<file path="config.mk">
export PLATFORM = sky130hd
export DESIGN_NAME = mem_stage_lsu
export DESIGN_NICKNAME = d
export VERILOG_FILES = /design/src/rtl/lsu_pkg.sv /design/src/rtl/lsu_load_align.sv /design/src/rtl/mem_stage_lsu.sv
export SDC_FILE = /design/constraint.sdc
export NUM_CORES = 1
export LEC_CHECK = 0
export ABC_AREA = 0
export CORE_AREA = 2 2 186 188
export DETAILED_ROUTE_END_ITERATION = 6
export DIE_AREA = 0 0 188 190
export REMOVE_ABC_BUFFERS = 1
export SYNTH_ARGS = -nofsm -noshare
export SYNTH_HDL_FRONTEND = slang
export SYNTH_HIERARCHICAL = 1
export SYNTH_SLANG_ARGS = --single-unit
export TNS_END_PERCENT = 50
</file>
<file path="constraint.sdc">
create_clock -name clk_i -period 1.83 [get_ports clk_i]
set_input_delay 0.2745 -clock clk_i [delete_from_list [all_inputs] [get_ports clk_i]]
set_output_delay 0.2745 -clock clk_i [all_outputs]
set_load 0.02 [all_outputs]
</file>
<file path="src/rtl/lsu_pkg.sv">
// Shared types and constants for the MEM-stage load/store unit.
package lsu_pkg;

    typedef enum logic [1:0] {
        IDLE,
        WAIT_GNT,
        WAIT_RVALID
    } lsu_state_e;

    localparam logic [2:0] F3_LB  = 3'b000;
    localparam logic [2:0] F3_LH  = 3'b001;
    localparam logic [2:0] F3_LW  = 3'b010;
    localparam logic [2:0] F3_LD  = 3'b011;
    localparam logic [2:0] F3_LBU = 3'b100;
    localparam logic [2:0] F3_LHU = 3'b101;
    localparam logic [2:0] F3_LWU = 3'b110;

    localparam logic [2:0] F3_SB  = 3'b000;
    localparam logic [2:0] F3_SH  = 3'b001;
    localparam logic [2:0] F3_SW  = 3'b010;
    localparam logic [2:0] F3_SD  = 3'b011;

    function automatic logic [7:0] size_mask(input logic [1:0] size);
        logic [7:0] m;
        case (size)
            2'b00:   m = 8'h01;
            2'b01:   m = 8'h03;
            2'b10:   m = 8'h0F;
            default: m = 8'hFF;
        endcase
        return m;
    endfunction

endpackage

</file>
<file path="src/rtl/lsu_load_align.sv">
// Extracts the addressed bytes from a doubleword read and sign/zero extends them.
module lsu_load_align
    import lsu_pkg::*;
(
    input  logic [63:0] rdata_i,
    input  logic [2:0]  offset_i,
    input  logic [2:0]  funct3_i,
    output logic [63:0] data_o
);

    logic [63:0] shifted;

    always_comb begin
        shifted = rdata_i >> {offset_i, 3'b000};
        case (funct3_i)
            F3_LB:   data_o = {{56{shifted[7]}},  shifted[7:0]};
            F3_LH:   data_o = {{48{shifted[15]}}, shifted[15:0]};
            F3_LW:   data_o = {{32{shifted[31]}}, shifted[31:0]};
            F3_LD:   data_o = shifted;
            F3_LBU:  data_o = {56'd0, shifted[7:0]};
            F3_LHU:  data_o = {48'd0, shifted[15:0]};
            F3_LWU:  data_o = {32'd0, shifted[31:0]};
            default: data_o = '0;
        endcase
    end

endmodule

</file>
<file path="src/rtl/mem_stage_lsu.sv">
// MEM pipeline stage: issues req/gnt/rvalid data-memory accesses, aligns store
// data, extracts load data and stalls the front end while an access is in flight.
module mem_stage_lsu
    import lsu_pkg::*;
#(
    parameter int XLEN = 64,
    parameter int BE_W = XLEN / 8
) (
    input  logic            clk_i,
    input  logic            rst_i,
    input  logic            valid_i,
    input  logic [XLEN-1:0] ex_res_i,
    input  logic [XLEN-1:0] store_data_i,
    input  logic [2:0]      funct3_i,
    input  logic            memread_i,
    input  logic            memwrite_i,
    input  logic [4:0]      rd_i,
    input  logic            regwrite_i,
    input  logic            memtoreg_i,
    output logic            dmem_req_o,
    output logic            dmem_we_o,
    output logic [XLEN-1:0] dmem_addr_o,
    output logic [XLEN-1:0] dmem_wdata_o,
    output logic [BE_W-1:0] dmem_be_o,
    input  logic            dmem_gnt_i,
    input  logic            dmem_rvalid_i,
    input  logic [XLEN-1:0] dmem_rdata_i,
    output logic            stall_o,
    output logic            misaligned_o,
    output logic [XLEN-1:0] mem_data_o,
    output logic [XLEN-1:0] ex_res_o,
    output logic [4:0]      rd_o,
    output logic            regwrite_o,
    output logic            memtoreg_o
);

    lsu_state_e state_q, state_d;

    logic [2:0]      offset;
    logic            is_access;
    logic            is_load;
    logic            illegal;
    logic            aligned;
    logic            load_done;
    logic [XLEN-1:0] load_data;

    assign offset    = ex_res_i[2:0];
    assign is_access = valid_i & (memread_i | memwrite_i);
    // A slot flagged as both load and store is handled as a load.
    assign is_load   = memread_i;
    assign illegal   = is_load ? (funct3_i == 3'b111) : funct3_i[2];

    always_comb begin
        case (funct3_i[1:0])
            2'b00:   aligned = 1'b1;
            2'b01:   aligned = ~offset[0];
            2'b10:   aligned = (offset[1:0] == 2'b00);
            default: aligned = (offset == 3'b000);
        endcase
    end

    lsu_load_align u_load_align (
        .rdata_i  (dmem_rdata_i),
        .offset_i (offset),
        .funct3_i (funct3_i),
        .data_o   (load_data)
    );

    always_comb begin
        state_d      = state_q;
        dmem_req_o   = 1'b0;
        stall_o      = 1'b0;
        misaligned_o = 1'b0;
        load_done    = 1'b0;
        case (state_q)
            IDLE: begin
                if (is_access) begin
                    if (illegal || !aligned) begin
                        misaligned_o = 1'b1;
                    end else begin
                        dmem_req_o = 1'b1;
                        if (!dmem_gnt_i) begin
                            state_d = WAIT_GNT;
                            stall_o = 1'b1;
                        end else if (is_load) begin
                            state_d = WAIT_RVALID;
                            stall_o = 1'b1;
                        end
                    end
                end
            end
            WAIT_GNT: begin
                dmem_req_o = 1'b1;
                stall_o    = 1'b1;
                if (dmem_gnt_i) begin
                    if (is_load) begin
                        state_d = WAIT_RVALID;
                    end else begin
                        state_d = IDLE;
                        stall_o = 1'b0;
                    end
                end
            end
            WAIT_RVALID: begin
                stall_o = 1'b1;
                if (dmem_rvalid_i) begin
                    stall_o   = 1'b0;
                    load_done = 1'b1;
                    state_d   = IDLE;
                end
            end
            default: state_d = IDLE;
        endcase
        // Reset forces every control output low even though they are combinational.
        if (rst_i) begin
            state_d      = IDLE;
            dmem_req_o   = 1'b0;
            stall_o      = 1'b0;
            misaligned_o = 1'b0;
            load_done    = 1'b0;
        end
    end

    always_ff @(posedge clk_i or posedge rst_i) begin
        if (rst_i) begin
            state_q <= IDLE;
        end else begin
            state_q <= state_d;
        end
    end

    assign dmem_we_o    = memwrite_i & ~memread_i;
    assign dmem_addr_o  = {ex_res_i[XLEN-1:3], 3'b000};
    assign dmem_wdata_o = store_data_i << {offset, 3'b000};
    assign dmem_be_o    = size_mask(funct3_i[1:0]) << offset;

    assign mem_data_o = load_done ? load_data : '0;
    assign ex_res_o   = ex_res_i;
    assign rd_o       = rd_i;
    assign memtoreg_o = memtoreg_i;
    assign regwrite_o = regwrite_i & valid_i & ~stall_o & ~misaligned_o & ~rst_i;

endmodule

</file>
==> impl_metrics.ini <==
[outcome]
status = finished, violations left
violations = negative setup slack

[timing]
fin_skew_ps = 1.590
final-setup-viol-count = 96
maxSlewViolCount = 0
fmax_mhz = 449.1
period_share_pct = 121.7
hold_viol = 0
min_period_ps = 2226
rsz0062_at_grt = yes
finalWorstSetupSlack_ps = -396.5

[detailed_routing]
postRouteAntennaNets = 0
drt_iter0_markers = 588
routed_wl_microns = 44350
drc = 0
wire_per_inst_microns = 27.98
wl_met3_microns = 6274
vias = 7922
vias_per_cell = 4.998
firstDrtPassIters = 6
wl_met2_microns = 19090
drt-met1-wl_microns = 17360
top_layer_used = met5

[cts]
root_buffer = clkbuf_16
cts_buffers = 3
htree_levels = 1
cts_sinks = 2
clk_pin_slew_ps = 30
cts_tree = done
insertion_delay_ps = 230
cts_buffer_depth = 2

[placed_design]
dp_hpwl_microns = 30060
routabilityCongestion = 0.8743
dp_slack_ps = -1118
place_inst = 1501
port_buffers = 285

[power]
power_uw = 3165
internal_power_uw = 1791
pwr-share-seq_pct = 1.5
p_leak_uw = 0.005243
clkPwrFrac_pct = 10.8
power.switching_uw = 1374
ir_worst_vdd_v = 0.0002241
p_per_area_nw_per_um2 = 279.0
combPwrFrac_pct = 87.7
switching_share_pct = 43.41

[floorplanning]
die-area_sq_um = 35720
io_pins = 484
die_x_microns = 188
initial_core_util_pct = 17.47
die_y_microns = 190
rows = 68
coreArea_sq_um = 33950

[synth]
synth-edff-count = 0
ys_seq_area_share_pct = 0.8441
syn_area_sq_um = 5929
synth_area_per_cell_sq_um = 7.366
ys.flop_type = dfrtp_1
async_flop_share_pct = 100.0
synthCells = 805
yosys_warnings = 6
ys_seq_elements = 2
ys_types = 55

[layout]
num_antenna_cells = 0
final_cells = 1585
postLayoutCoreUtil_pct = 33.42
largest_register_ffs = 2
biggestRegsByFlops = state_q (2)
nFillCells = 3498
nNetsFinal = 1341
top_register = state_q
drive_gt1_share_pct = 54.69
syn_to_final_growth_pct = 91.33

[global_route]
grt_max_degree = 33
grt_pass1_wl_microns = 58610
grt_pass1_vias = 7878
antenna_found_initial = 5
overflow = 0
track_usage_pct = 22.60

[critical_path]
endpoint = mem_data_o[63]
timing.rr.start = state_q[1]
r2r_end = state_q[0]
required_ps = 1560
path_class = primary input to output pin
crit_path_start = ex_res_i[1]
reg2reg_slack_ps = 570
start_kind = primary input
reg2reg_depth = 4
path_cells = buf_16 > buf_8 > buf_6 > mux2i_1 > a22oi_2 > nand4_4 > buf_12 > buf_16 > nand4_1 > and2_4 > buf_6
path_max_fanout = 12
slowest_stage = a22oi_2
critPathMaxStageDelay_ps = 240
arrival_ps = 1950
worstSetupEndpointType = output pin

[worst_hold_path]
hold_class = primary input to async pin

[job]
drv_cap = 0
==> routing by layer <==
metal	GRT usage (%)	vias up
met5	8.516	-
met4	4.149	10
met3	12.89	102
met2	35.21	651
met1	26.52	3761
li1	-	3398
==> area by class of cell <==
class / instances / area, sq um / area share, %
Sequential cell: 2 / 51.30 / 0.4522
Clock buffer: 3 / 75.07 / 0.6617
Inverter: 5 / 33.78 / 0.2978
Multi-Input combinational cell: 592 / 5135 / 45.26
Tap cell: 455 / 569.3 / 5.018
Timing Repair Buffer: 528 / 5480 / 48.31
==> logic make-up (layout without fill, tap and decap cells) <==
group,count (synthesis),after routing,share of synthesized area (%)
other cells,1,3,0.06324
buf+inv,213,536,24.90
simple gates,316,316,27.62
flops,2,2,0.8441
compound gates,123,123,13.32
mux,150,150,33.26
==> worst max-delay path: cells and delay by family <==
kind,cells,cell delay (ps)
AO/OA/AOI/OAI,1,240
buffers and inverters,6,830
multiplexers,1,120
AND/OR/NAND/NOR,3,470
==> synth_stat cells (2+ instances only) <==
cell       instances  area (sq um)
a21oi_1           37         185.2
and3_1             9         56.30
nor2b_1           17         106.4
a21o_1             2         15.01
o211ai_1           8         60.06
a22oi_2            2         25.02
nor3_1             2         10.01
nand2b_1           4         25.02
or2_2              2         12.51
dfrtp_1            2         50.05
mux2i_1           73         730.7
inv_1              4         15.01
and2_1            75         469.2
o21ai_1            6         30.03
o22ai_1            9         56.30
nand4_1           35         219.0
a22oi_1            8         60.06
nor3b_2            2         25.02
clkbuf_1          26         97.59
nand2_1           61         229.0
mux2_2            35         394.1
mux4_2            29         653.1
buf_2             18         90.09
nor2_1            87         326.6
buf_1              5         18.77
mux2_4            12         180.2
buf_4            144          1081
nand4_2            2         25.02
o32ai_1            8         70.07
nand3_1           12         60.06
nor3b_1            3         22.52
buf_8              2         30.03
o2bb2ai_1          9         78.83
buf_6             12         135.1
o21ai_0           23         115.1
==> power groups by stage <==
stage | clock network [uW] | logic (uW) | registers (uW)
final | 340 | 2780 | 47.4
after global routing | 346 | 2930 | 47.6
after CTS | 343 | 2560 | 47.1
after detailed placement | 0 | 2270 | 47.5
after global placement | 0 | 2260 | 47.5
after floorplan | 0 | 912 | 47.2
==> per-stage QoR <==
| stage | hold WS (ps) | setup TNS (ps) | cell area (sq um) |
|---|---|---|---|
| 4_1_cts | 408.5 | -22870 | 10750 |
| 6_report | 430.3 | -21320 | 11340 |
| 3_3_place_gp | 549.2 | -107630 | 9278 |
| 3_5_place_dp | 549.2 | -107390 | 9278 |
| 2_1_floorplan | 23.76 | -66270 | 4479 |
| 5_1_grt | 443.5 | -27380 | 11340 |
==> timing repair <==
action / in CTS / in global routing
buffers inserted: 42 / 27
endpoints found under the setup margin: 143 / 138
cloned: 19 / 6
resized for setup: 759 / 310
pin swaps: 34 / 52
hold buffers: 0 / 0
==> how the worst min path moves through the flow <==
stage / slack (ps) / from / to / depth (start not counted)
5_1_grt: 440 / rst_i / state_q[0] / 4
2_1_floorplan: 20 / rst_i / state_q[0] / 1
3_3_place_gp: 550 / memtoreg_i / memtoreg_o / 0
4_1_cts: 410 / rst_i / state_q[0] / 4
3_5_place_dp: 550 / memtoreg_i / memtoreg_o / 0
6_report: 430 / rst_i / state_q[0] / 4
==> placed cells by master, fill, tap and decap left out, types with 6 or more instances in the layout <==
master           synthesis  final
a21oi_1                 37     20
o21ai_2                  0     16
o211ai_1                 8      8
nor2b_1                 17      7
mux2_2                  35     25
nand3_2                  0      7
and2_4                   0     35
mux2i_1                 73     58
buf_16                   0     18
a22oi_2                  2      7
buf_12                   0     28
clkdlybuf4s50_1          0     80
nor2_1                  87     81
mux4_2                  29     29
buf_6                   12    103
clkdlybuf4s15_1          0      8
buf_2                   18     13
and2_1                  75     40
dlygate4sd2_1            0     49
nand2_1                 61     58
o21ai_1                  6     12
and3_1                   9      9
mux2i_2                  1     12
clkbuf_2                 1     28
buf_8                    2     16
buf_4                  144    173
o32ai_2                  0      6
nor2b_4                  0      9
mux2_4                  12     22
a21oi_2                  0     16
nand4_1                 35     35
clkbuf_16                0      8
Power figures use the tool's default switching activity.
